$ cat src/rtl/char_display_scan_pkg.sv
// Shared character codes, FSM state type and the character-to-segment decoder
// used by the Morse display scan controller.
package char_display_scan_pkg;

    localparam int CHAR_W = 5;

    localparam logic [CHAR_W-1:0] CHAR_CODE_0     = 5'h00;
    localparam logic [CHAR_W-1:0] CHAR_CODE_F     = 5'h0F;
    // Outside the 0-F hex range so it can never alias a printable digit.
    localparam logic [CHAR_W-1:0] CHAR_CODE_BLANK = 5'h10;

    localparam logic [6:0] SEG_OFF = 7'h7F;

    typedef enum logic [1:0] {
        IDLE  = 2'd0,
        SHIFT = 2'd1,
        CLEAR = 2'd2
    } state_e;

    // Segments are {g,f,e,d,c,b,a}, active-low.
    function automatic logic [6:0] char2seg(input logic [CHAR_W-1:0] code);
        logic [6:0] s;
        s = SEG_OFF;
        case (code)
            5'h00: s = 7'h40;
            5'h01: s = 7'h79;
            5'h02: s = 7'h24;
            5'h03: s = 7'h30;
            5'h04: s = 7'h19;
            5'h05: s = 7'h12;
            5'h06: s = 7'h02;
            5'h07: s = 7'h78;
            5'h08: s = 7'h00;
            5'h09: s = 7'h10;
            5'h0A: s = 7'h08;
            5'h0B: s = 7'h03;
            5'h0C: s = 7'h46;
            5'h0D: s = 7'h21;
            5'h0E: s = 7'h06;
            5'h0F: s = 7'h0E;
            default: s = SEG_OFF;
        endcase
        return s;
    endfunction

endpackage

$ cat src/rtl/char_display_scan_scan_divider.sv
// Dwell-time divider and digit index for the display scan; the index advances
// once every SCAN_DIV cycles and wraps after the last digit. Never stalls.
module scan_divider #(
    parameter int DIGITS   = 4,
    parameter int SCAN_DIV = 50000
) (
    input  logic                      clk,
    input  logic                      rst_n,
    output logic [$clog2(DIGITS)-1:0] idx_o
);

    localparam int DIV_W = $clog2(SCAN_DIV);
    localparam int IDX_W = $clog2(DIGITS);

    logic [DIV_W-1:0] div_q, div_d;
    logic [IDX_W-1:0] idx_q, idx_d;
    logic             wrap;

    always_comb begin
        wrap  = (div_q == DIV_W'(SCAN_DIV - 1));
        div_d = wrap ? '0 : div_q + DIV_W'(1);
        idx_d = idx_q;
        if (wrap) begin
            idx_d = (idx_q == IDX_W'(DIGITS - 1)) ? '0 : idx_q + IDX_W'(1);
        end
    end

    always_ff @(posedge clk) begin
        if (!rst_n) begin
            div_q <= '0;
            idx_q <= '0;
        end else begin
            div_q <= div_d;
            idx_q <= idx_d;
        end
    end

    assign idx_o = idx_q;

endmodule

$ cat src/rtl/char_display_scan.sv
// Scroll buffer + multiplexed 7-segment scan: characters enter at digit 0 and
// shift left; accepts one char per 2 cycles, clear blanks over DIGITS cycles.
module char_display_scan
    import char_display_scan_pkg::*;
#(
    parameter int DIGITS   = 4,
    parameter int SCAN_DIV = 50000
) (
    input  logic                         clk,
    input  logic                         rst_n,
    input  logic [CHAR_W-1:0]            in_char,
    input  logic                         in_valid,
    output logic                         in_ready,
    input  logic                         clear,
    output logic [$clog2(DIGITS+1)-1:0]  count,
    output logic [DIGITS-1:0]            dig_sel,
    output logic [6:0]                   seg
);

    localparam int CNT_W = $clog2(DIGITS + 1);
    localparam int IDX_W = $clog2(DIGITS);

    state_e            state_q, state_d;
    logic [CHAR_W-1:0] buf_q [DIGITS];
    logic [CHAR_W-1:0] buf_d [DIGITS];
    logic [CHAR_W-1:0] char_q, char_d;
    logic [IDX_W-1:0]  ptr_q, ptr_d;
    logic [CNT_W-1:0]  count_q, count_d;
    logic [6:0]        seg_q, seg_d;
    logic [DIGITS-1:0] dig_sel_q, dig_sel_d;
    logic [IDX_W-1:0]  scan_idx;

    scan_divider #(
        .DIGITS   (DIGITS),
        .SCAN_DIV (SCAN_DIV)
    ) u_scan_divider (
        .clk   (clk),
        .rst_n (rst_n),
        .idx_o (scan_idx)
    );

    always_comb begin
        state_d  = state_q;
        buf_d    = buf_q;
        char_d   = char_q;
        ptr_d    = ptr_q;
        count_d  = count_q;
        in_ready = 1'b0;
        case (state_q)
            IDLE: begin
                // clear takes priority and suppresses the handshake outright
                in_ready = !clear;
                if (clear) begin
                    state_d = CLEAR;
                    ptr_d   = '0;
                end else if (in_valid) begin
                    char_d  = in_char;
                    state_d = SHIFT;
                end
            end
            SHIFT: begin
                for (int i = DIGITS - 1; i > 0; i--) begin
                    buf_d[i] = buf_q[i-1];
                end
                buf_d[0] = char_q;
                if (count_q != CNT_W'(DIGITS)) begin
                    count_d = count_q + CNT_W'(1);
                end
                state_d = IDLE;
            end
            CLEAR: begin
                buf_d[ptr_q] = CHAR_CODE_BLANK;
                ptr_d        = ptr_q + IDX_W'(1);
                if (ptr_q == IDX_W'(DIGITS - 1)) begin
                    ptr_d   = '0;
                    count_d = '0;
                    state_d = IDLE;
                end
            end
            default: state_d = IDLE;
        endcase
    end

    // Single decoder shared by all digits; seg and dig_sel come from one idx.
    always_comb begin
        seg_d     = char2seg(buf_q[scan_idx]);
        dig_sel_d = ~(DIGITS'(1) << scan_idx);
    end

    always_ff @(posedge clk) begin
        if (!rst_n) begin
            state_q   <= IDLE;
            for (int i = 0; i < DIGITS; i++) begin
                buf_q[i] <= CHAR_CODE_BLANK;
            end
            char_q    <= CHAR_CODE_BLANK;
            ptr_q     <= '0;
            count_q   <= '0;
            seg_q     <= SEG_OFF;
            dig_sel_q <= '1;
        end else begin
            state_q   <= state_d;
            buf_q     <= buf_d;
            char_q    <= char_d;
            ptr_q     <= ptr_d;
            count_q   <= count_d;
            seg_q     <= seg_d;
            dig_sel_q <= dig_sel_d;
        end
    end

    assign count   = count_q;
    assign seg     = seg_q;
    assign dig_sel = dig_sel_q;

endmodule

$ cat config.mk
export PLATFORM = sky130hd
export DESIGN_NAME = char_display_scan
export DESIGN_NICKNAME = d
export VERILOG_FILES = /design/src/rtl/char_display_scan_pkg.sv /design/src/rtl/char_display_scan_scan_divider.sv /design/src/rtl/char_display_scan.sv
export SDC_FILE = /design/constraint.sdc
export NUM_CORES = 1
export LEC_CHECK = 0
export BUFFER_PORTS_ARGS = -buffer_cell sky130_fd_sc_hd__buf_2
export CAP_MARGIN = 20
export CORE_ASPECT_RATIO = 0.75
export CORE_MARGIN = 4
export CORE_UTILIZATION = 48
export CTS_CLUSTER_SIZE = 8
export DETAILED_ROUTE_END_ITERATION = 10
export HOLD_SLACK_MARGIN = 0.06
export PLACE_DENSITY = 0.66
export SLEW_MARGIN = 40
export SYNTH_ARGS = -nofsm -noshare
export SYNTH_HDL_FRONTEND = slang
export SYNTH_SLANG_ARGS = --single-unit
$ cat constraint.sdc
create_clock -name clk -period 2.4 [get_ports clk]
set_input_delay 0.48 -clock clk [delete_from_list [all_inputs] [get_ports clk]]
set_output_delay 0.48 -clock clk [all_outputs]
set_load 0.05 [all_outputs]
==> results.ini <==
[run_status]
status=completed

[clock_tree]
clk_latency_ns=0.33
clockBufferDepth=2
path_clk_slew_ns=0.06
hold_buffers=0
cts_tree=yes
h-tree-depth=3
numCtsBuffers=9
cts.sinks=61
ctsResizeCount=0
cts_root_buf=clkbuf_8
post_cts.repair.setup_buffers=0

[place]
io_buffers=23
gp_congestion=0.8240
dp_slack_ns=0.2323
hpwl_um=3669

[drt]
dr.pass1.iters=4
drtIter0Drc=89
drc=0
drt-total-wl_um=5402
drtAntennaViolNets=0
top_layer_used=met4
wire_per_inst_um=13.27
wl_met1_um=2787
dr_wl_met2_um=2275
wl_met3_um=293
vias=2141
via_per_inst=5.260

[yosys]
synthFlopType=dfxtp_1
syn_inst=301
ys_async_sr_fraction=0
yosys.cell_types.count=46
ys_ff_latch=61
seq_area_frac_synth=0.4277
syn_area_per_cell_sq_um=9.486
synth_warnings=0
synthesis.area_sq_um=2855
synth_fp_nets=330
synth_edf_count=0

[grt]
grt_pass1_wl_um=9280
antenna_found_initial=0
grt_max_degree=38
gr-total-overflow=0
grt_pass1_vias=1925
grt_use_total=0.1600

[sta]
post-route-min-period_ns=2.166
setup_viol=0
setup-tns-final_ns=0
timing.hold.ws_ns=0.3899
worstMarginPinSlew_ns=0.6801
rsz0062_at_grt=no
min_period_over_period=0.9027
timing.final.ws_setup_ns=0.2336
slew_headroom=0.5418
slew_violations=0
fmax_mhz=461.6
finalHoldViolCount=0
fin_skew_ns=0.007538

[worst_setup_path]
cp-end-kind=flop
cp-start-kind=flop
arrival_ns=2.36
cp.required_ns=2.59
critPathCapture=seg[1]$_SDFF_PP1_
r2r-end=seg[1]$_SDFF_PP1_
ff2ff_setup_slack_ns=0.23
crit_type=reg -> reg
r2r_cells=5
reg2reg_from=u_scan_divider.idx_o[0]$_SDFFE_PN0N_
startpoint=u_scan_divider.idx_o[0]$_SDFFE_PN0N_
cp_max_fo=10

[die]
core_sq_um=5796
initial_utilization=0.4927
num_rows=24
die_x_um=97.06
pin_count=24
dieHeight_um=74.80
die_area_sq_um=7259

[final_layout]
fin_nets=354
area_growth_pct=11.52
register_area_sq_um=1221
antenna_cells=0
postLayoutCoreUtil=0.5494
fillCellCount=540
drive_gt1_frac=0.1337
multiInputGateArea_sq_um=1516

[worst_hold_path]
hold_class=in -> reg
hold_depth=3

[power_and_ir_drop]
ir_drop_uv=280.3
power.density_nw_per_um2=642.9
p_leak_nw=1.139

[job]
maxCapViolations=0

-- state kept, by name, summed over array words and instances (netlist names) --
| register | count |
|---|---|
| count | 3 |
| u_scan_divider.idx_o | 2 |
| u_scan_divider.div_q | 16 |
| buf_q | 20 |
| ptr_q | 2 |
| char_q | 5 |
| state_q | 2 |
| seg | 7 |
| dig_sel | 4 |
-- area by class of cell --
| cell class | instances | area share |
|---|---|---|
| clock buffer | 13 | 0.04676 |
| clock inverter | 2 | 0.003143 |
| inverter | 16 | 0.01886 |
| multi-input combinational | 212 | 0.4762 |
| sequential | 61 | 0.3835 |
| tap | 78 | 0.03065 |
| timing repair buffer | 25 | 0.04086 |
-- synth_stat cells, types with 4 or more instances --
cell type	instances	area share
nand2_1	24	0.032
nor4_1	4	0.0088
dfxtp_1	61	0.43
a21boi_0	5	0.013
a22oi_1	16	0.042
xnor2_1	9	0.028
nand3_1	9	0.016
or3_1	4	0.0088
nor2b_1	28	0.061
a21oi_1	8	0.014
o221ai_1	4	0.012
clkbuf_1	10	0.013
o21ai_0	14	0.025
ha_1	20	0.088
nor2_1	22	0.029
inv_1	15	0.020
-- routing by layer --
metal,vias to the layer above,global-route usage
met3,6,0.06389
met1,985,0.2183
met5,-,0
li1,1102,-
met4,0,0.04206
met2,48,0.2385
-- critical path, stage by stage, from the launching register on --
cell,delay [ns]
dfxtp_1,0.59
mux4_1,0.71
inv_1,0.17
ha_1,0.27
o211ai_1,0.18
o211ai_1,0.11
-- stage by stage --
stage	instances	total power, W	area, sq um
finish	407	0.002047	3184
global route	407	0.002154	3184
CTS	407	0.002073	3184
detailed placement	392	0.001314	3025
global placement	392	0.001310	3023
floorplan	301	0.001252	2855
-- cell families after synthesis --
kind of cell             synth area share
AO/OA/AOI/OAI                      0.1429
buffers and inverters             0.04207
multiplexers                      0.05390
adder cells (fa/ha/maj)           0.08764
XOR/XNOR                          0.03374
AND/OR/NAND/NOR                    0.2121
flip-flops                         0.4277
-- where the power goes --
group          total, W  internal [W]  switching (W)
clock          0.000754      0.000394       0.000360
sequential      0.00106       0.00104      0.0000189
combinational  0.000237     0.0000781       0.000159
-- layout by cell type, fill, tap and decap left out, drive strengths merged, types with 3 or more instances in the layout --
cell	instances
nand2b	3
nor2	22
o21ai	15
a21boi	6
buf	25
nand4	3
a32oi	3
o221ai	4
clkbuf	13
or3	4
nand2	24
inv	15
ha	20
clkinv	3
nor2b	28
nor4	4
mux4	5
a22oi	16
nand3	10
dfxtp	61
mux2i	3
a21oi	8
xnor2	9
-- worst min-delay path by stage --
stage | from | to | slack [ns]
after CTS | in_char[4] | char_q[4]$_SDFFE_PN1P_ | 0.38
after detailed placement | u_scan_divider.div_q[0]$_SDFF_PP0_ | u_scan_divider.div_q[0]$_SDFF_PP0_ | 0.44
after global placement | u_scan_divider.div_q[0]$_SDFF_PP0_ | u_scan_divider.div_q[0]$_SDFF_PP0_ | 0.43
after global routing | in_char[0] | char_q[0]$_SDFFE_PN0P_ | 0.39
after floorplan | u_scan_divider.div_q[0]$_SDFF_PP0_ | u_scan_divider.div_q[0]$_SDFF_PP0_ | 0.42
final | in_char[4] | char_q[4]$_SDFFE_PN1P_ | 0.39
No activity file was read; power rests on OpenSTA's default activity.
